## src/rtl/bcd2bin_pkg.sv

```systemverilog
// Shared types and constants for the sequential BCD-to-binary converter.
// Optional saturation on overflow: define BCD2BIN_SAT_EN.
package bcd2bin_pkg;

  typedef enum logic [1:0] {
    IDLE  = 2'd0,
    SHIFT = 2'd1,
    DONE  = 2'd2
  } state_e;

  localparam int         BCD_DIG_W   = 4;
  localparam logic [3:0] BCD_MAX_DIG = 4'd9;
  localparam logic [3:0] BCD_ADJ_THR = 4'd8;
  localparam logic [3:0] BCD_ADJ_SUB = 4'd3;

  function automatic logic bcd_nib_bad(
    input logic [3:0] d
  );
    return d > BCD_MAX_DIG;
  endfunction

endpackage

```

## src/rtl/bcd2bin_seq_adj.sv

```systemverilog
// Per-digit correction for one reverse double-dabble step:
// a digit that picked up the 8 weight from its upper neighbour loses 3.
module bcd_digit_adj
  import bcd2bin_pkg::*;
(
  input  logic [3:0] d_i,
  output logic [3:0] d_o
);

  assign d_o = (d_i >= BCD_ADJ_THR) ? d_i - BCD_ADJ_SUB : d_i;

endmodule

```

## src/rtl/bcd2bin_seq.sv

```systemverilog
// Sequential BCD-to-binary converter, one shift/adjust step per clock.
// Optional saturation on overflow: define BCD2BIN_SAT_EN.
module bcd2bin_seq
  import bcd2bin_pkg::*;
#(
  parameter int NDIG  = 3,
  parameter int BIN_W = 10
) (
  input  logic                      clk,
  input  logic                      rst_n,
  input  logic                      in_valid,
  output logic                      in_ready,
  input  logic [BCD_DIG_W*NDIG-1:0] bcd_in,
  output logic                      out_valid,
  input  logic                      out_ready,
  output logic [BIN_W-1:0]          bin_out,
  output logic                      err_digit,
  output logic                      err_ovf
);

  localparam int BCD_W = BCD_DIG_W * NDIG;
  localparam int CNT_W = $clog2(BIN_W + 1);
  localparam logic [CNT_W-1:0] LAST = CNT_W'(BIN_W - 1);

  state_e             state_q, state_d;
  logic [BCD_W-1:0]   bcd_q, bcd_d;
  logic [BIN_W-1:0]   bin_q, bin_d;
  logic [CNT_W-1:0]   cnt_q, cnt_d;
  logic [BIN_W-1:0]   res_q, res_d;
  logic               edig_q, edig_d;
  logic               eovf_q, eovf_d;

  logic [BCD_W-1:0]   bcd_sh;
  logic [BIN_W-1:0]   bin_sh;
  logic [BCD_W-1:0]   bcd_adj;
  logic [BIN_W-1:0]   ovf_res;
  logic               dig_bad;
  logic               ovf_now;

  // One right shift of the combined {bcd,bin} register
  assign {bcd_sh, bin_sh} = {bcd_q, bin_q} >> 1;

  for (genvar g = 0; g < NDIG; g++) begin : g_adj
    bcd_digit_adj u_adj (
      .d_i (bcd_sh[g*BCD_DIG_W +: BCD_DIG_W]),
      .d_o (bcd_adj[g*BCD_DIG_W +: BCD_DIG_W])
    );
  end

  // Any residual decimal weight means the value did not fit
  assign ovf_now = |bcd_adj;

`ifdef BCD2BIN_SAT_EN
  assign ovf_res = {BIN_W{1'b1}};
`else
  assign ovf_res = bin_sh;
`endif

  // Flag input nibbles outside 0..9
  always_comb begin
    dig_bad = 1'b0;
    for (int i = 0; i < NDIG; i++) begin
      if (bcd_nib_bad(bcd_in[i*BCD_DIG_W +: BCD_DIG_W])) begin
        dig_bad = 1'b1;
      end
    end
  end

  // Next-state and datapath updates for the IDLE/SHIFT/DONE sequence
  always_comb begin
    state_d = state_q;
    bcd_d   = bcd_q;
    bin_d   = bin_q;
    cnt_d   = cnt_q;
    res_d   = res_q;
    edig_d  = edig_q;
    eovf_d  = eovf_q;
    unique case (state_q)
      IDLE: begin
        if (in_valid) begin
          bcd_d   = bcd_in;
          bin_d   = '0;
          cnt_d   = '0;
          edig_d  = dig_bad;
          eovf_d  = 1'b0;
          state_d = SHIFT;
        end
      end
      SHIFT: begin
        bcd_d = bcd_adj;
        bin_d = bin_sh;
        cnt_d = cnt_q + 1'b1;
        if (cnt_q == LAST) begin
          state_d = DONE;
          eovf_d  = !edig_q && ovf_now;
          if (edig_q) begin
            res_d = '0;
          end else if (ovf_now) begin
            res_d = ovf_res;
          end else begin
            res_d = bin_sh;
          end
        end
      end
      DONE: begin
        if (out_ready) begin
          state_d = IDLE;
        end
      end
      default: state_d = IDLE;
    endcase
  end

  // State, shift registers and result flags
  always_ff @(posedge clk or negedge rst_n) begin
    if (!rst_n) begin
      state_q <= IDLE;
      bcd_q   <= '0;
      bin_q   <= '0;
      cnt_q   <= '0;
      res_q   <= '0;
      edig_q  <= 1'b0;
      eovf_q  <= 1'b0;
    end else begin
      state_q <= state_d;
      bcd_q   <= bcd_d;
      bin_q   <= bin_d;
      cnt_q   <= cnt_d;
      res_q   <= res_d;
      edig_q  <= edig_d;
      eovf_q  <= eovf_d;
    end
  end

  assign in_ready  = (state_q == IDLE);
  assign out_valid = (state_q == DONE);
  assign bin_out   = res_q;
  assign err_digit = edig_q;
  assign err_ovf   = eovf_q;

endmodule

```

## config.mk

```make
export PLATFORM = sky130hd
export DESIGN_NAME = bcd2bin_seq
export DESIGN_NICKNAME = d
export VERILOG_FILES = /design/src/rtl/bcd2bin_pkg.sv /design/src/rtl/bcd2bin_seq_adj.sv /design/src/rtl/bcd2bin_seq.sv
export SDC_FILE = /design/constraint.sdc
export NUM_CORES = 1
export LEC_CHECK = 0
export BUFFER_PORTS_ARGS = -buffer_cell sky130_fd_sc_hd__clkbuf_2
export CAP_MARGIN = 20
export CORE_ASPECT_RATIO = 1.25
export CORE_MARGIN = 1
export CORE_UTILIZATION = 45
export CTS_BUF_LIST = sky130_fd_sc_hd__clkbuf_2 sky130_fd_sc_hd__clkbuf_4 sky130_fd_sc_hd__clkbuf_8
export DETAILED_ROUTE_END_ITERATION = 7
export MAX_ROUTING_LAYER = met4
export PLACE_DENSITY = 0.74
export REMOVE_ABC_BUFFERS = 1
export SLEW_MARGIN = 25
export SYNTH_ARGS = -nofsm -noshare
export SYNTH_HDL_FRONTEND = slang
export SYNTH_SLANG_ARGS = --single-unit
```

## constraint.sdc

```tcl
create_clock -name clk -period 1.5 [get_ports clk]
set_input_delay 0.3 -clock clk [delete_from_list [all_inputs] [get_ports clk]]
set_output_delay 0.3 -clock clk [all_outputs]
set_load 0.02 [all_outputs]
```

==> out/summary.txt <==
status: finished clean
met3 Track Usage GR: 5.84%
Relative slew margins: 64.2%
clk slew on worst S/H paths: 0.08 ns
Buf/Inv on CP: 1
RR Startpoint: bcd_q[2]$_DFFE_PN0P_
TritonRoute pass-1 iters: 4
Post-Route WL: 3830 um
share of cells above drive strength 1: 27.6%
core area: 4070 um2
gr busiest metal: met2
mean routed wirelength per cell: 13.3 um
mux contribution to synthesized area: 2.36%
hold path startpoint: out_ready
met1 usage: 23.4%
I/O pin cnt: 30
total congestion overflow: 0
CTS Sinks: 39
fin area: 2330 um2
most common cell after layout, fill and taps aside: dfrtp_1
Post-Syn Area: 1910 um2
met2 usage: 32.2%
Arr. time, crit path: 1.66 ns
Max Clock Freq: 677 MHz
Layout area overhead: 21.8%
largest net degree at the start of global routing: 25
crit-path max cell delay: 0.42 ns
Clock Path Buffers: 2
VDD IR max: 970 uV
Distinct cells, synth: 34
vias: 1516
nets: 253
Setup Skew: 0.00496 ns
num rows: 26
Die Footprint: 4510 um2
All-Layer GR Usage: 20.3%
Mapped Cells: 193
Yosys Warn Count: 0
r2r setup slk: 0.02 ns
TritonCTS Buffers: 5
worst hold path type: primary input to flip-flop
vias in the first global route: 1408
crit-path max FO: 6
part of the Yosys area used for sequential elements: 51.0%
Detail Route Antenna Nets: 0
setup ws final: 0.0227 ns
IO Port Bufs: 29
Simple-Gate Fraction of Synth Area: 14.0%
post-DP HPWL: 2840 um
crit path kind: flip-flop to flip-flop
root buffer selected by CTS: clkbuf_8
Avg Cell Area, Syn: 9.91 um2
Req. time, crit path: 1.68 ns
number of synthesized register bits: 39
Leakage: 1.09 nW
Power Density: 2200 nW/um2
DIE HEIGHT: 74.9 um
htree depth: 2
DR iter-0 viols: 15
post-synthesis adder-cell area fraction: 3.93%
slowest CP cell: dfrtp_2
final slew viol count: 0
Via density: 5.26
initial antenna violation count: 0
most frequent cells in the layout: dfrtp_1 (36), clkbuf_2 (28), o21ai_0 (22)
Critical Path Start Type: flip-flop
CTS tree: yes
critical path cell sequence: inv_1, ha_1, mux2i_2, nand4_1, nor3_2, a21oi_2
DIE WIDTH: 60.3 um
first-pass GRT wire length: 6400 um
RSZ-0062 raised after global routing: yes
largest family of logic cells by synthesized area: compound AO/OA/AOI/OAI gates
DRC viols: 0
endpoints failing setup: 0
FILL cells: 362
Final Util: 57.3%
Worst Setup SP: bcd_q[2]$_DFFE_PN0P_
critical path endpoint category: flip-flop
XOR/XNOR share of the synthesized area: 1.83%
Synth Area in Compound Gates: 22.4%
Final GP Congestion: 0.817
Clock Latency Late Sink: 0.29 ns
Diodes inserted: 0
Worst-Margin Slew: 0.537 ns
max-cap viol count: 0
Initial Utilization: 47.0%
placed inst area: 2160 um2
Place WS: -0.00143 ns
Tmin final: 1.48 ns
fin crit share: 98.5%
Final Hold Fails: 0
largest delay contributor family on the critical path: flip-flops
## stage by stage
stage,std cells,total power (W),hold slack (ns),TNS (ns)
5_1_grt,288,0.00561,0.158,-0.0845
3_3_place_gp,277,0.00409,0.257,0
3_5_place_dp,277,0.00418,0.262,-0.00143
6_report,288,0.00513,0.169,0
2_1_floorplan,181,0.00345,0.00441,-0.0715
4_1_cts,287,0.00508,0.162,0
## synthesized netlist by cell type
| library cell | count | area [um2] |
|---|---|---|
| or4_1 | 1 | 7.51 |
| nand4_1 | 2 | 12.5 |
| o221a_2 | 1 | 11.3 |
| nand2b_1 | 13 | 81.3 |
| nand3_1 | 1 | 5.00 |
| mux2i_1 | 3 | 30.0 |
| o21ai_1 | 1 | 5.00 |
| o21a_1 | 1 | 7.51 |
| a21oi_2 | 1 | 8.76 |
| o22ai_1 | 17 | 106 |
| a31oi_1 | 1 | 6.26 |
| nor3_2 | 1 | 10.0 |
| nor3_1 | 2 | 10.0 |
| o22a_1 | 1 | 8.76 |
| o21ai_0 | 22 | 110 |
| mux2_4 | 1 | 15.0 |
| inv_1 | 6 | 22.5 |
| o31ai_1 | 1 | 7.51 |
| a21oi_1 | 14 | 70.1 |
| xnor2_1 | 4 | 35.0 |
| clkbuf_1 | 4 | 15.0 |
| buf_4 | 1 | 7.51 |
| a22o_1 | 9 | 78.8 |
| and3b_1 | 1 | 8.76 |
| dfrtp_1 | 39 | 976 |
| o21ai_2 | 1 | 8.76 |
| nand2_1 | 20 | 75.1 |
| buf_2 | 7 | 35.0 |
| inv_2 | 1 | 3.75 |
| nand2_2 | 1 | 6.26 |
| nor2b_4 | 1 | 13.8 |
| nor2_1 | 5 | 18.8 |
| nor2b_1 | 3 | 18.8 |
| ha_1 | 6 | 75.1 |
## cell families (layout without fill, tap and decap cells)
logic type / after synthesis / in the layout
compound gates: 70 / 70
xor+xnor: 4 / 4
fa+ha+maj: 6 / 6
mux: 4 / 4
buf+inv: 19 / 58
flops: 39 / 39
simple gates: 51 / 51
## registers in the layout, indices dropped and copies added (netlist names)
signal and cells:
bcd_q 12, bin_out 10, bin_q 9, cnt_q 4, state_q 2, err_digit 1, err_ovf 1
## path summary, 6_finish.rpt
kind | cells after the start | to
min in group asynchronous | 2 | bin_out[0]$_DFFE_PN0P_
worst max-delay path | 6 | err_ovf$_DFFE_PN0P_
max in group asynchronous | 3 | state_q[0]$_DFFE_PN0P_
worst max register to register | 6 | err_ovf$_DFFE_PN0P_
worst min register to register | 2 | bin_out[0]$_DFFE_PN0P_
worst min-delay path | 2 | state_q[1]$_DFFE_PN0P_
## power by group
group	internal [W]	total [W]	switching (W)	leakage, nW
Combinational	0.00106	0.00228	0.00122	0.538
Sequential	0.00154	0.00198	0.000444	0.490
Clock	0.000495	0.000872	0.000377	0.0581
## area by class of cell
| cell class | instances | area, um2 | share of cell area (%) |
|---|---|---|---|
| inverter | 7 | 26.3 | 1.13 |
| clock buffer | 5 | 68.8 | 2.96 |
| sequential | 39 | 980 | 42.1 |
| tap | 56 | 70.1 | 3.01 |
| multi-input combinational | 135 | 868 | 37.3 |
| timing repair buffer | 43 | 272 | 11.7 |
| clock inverter | 3 | 43.8 | 1.88 |
## metal layers
metal / wire, um / vias up / share of wire [%]
met1: 1720 / 716 / 45
met2: 1910 / 32 / 50
met3: 108 / 6 / 2.8
met5: 0 / - / 0
met4: 89 / 0 / 2.3
li1: - / 762 / -
## worst reg2reg max path, delay by kind of cell, from the launching register on
family | cells | cell delay (ns)
AOI/OAI and AO/OA | 1 | 0.08
and+or+nand+nor | 2 | 0.31
DFF | 1 | 0.42
adders and majority gates | 1 | 0.29
buffers and inverters | 1 | 0.06
muxes | 1 | 0.20
## timing repair
action                                 4_1_cts  5_1_grt
resized for setup                            1        8
setup endpoints to repair                    2        7
setup buffers                                1        1
hold buffers                                 1        0
endpoints found under the hold margin       15        0
No activity file was read; power rests on OpenSTA's default activity.
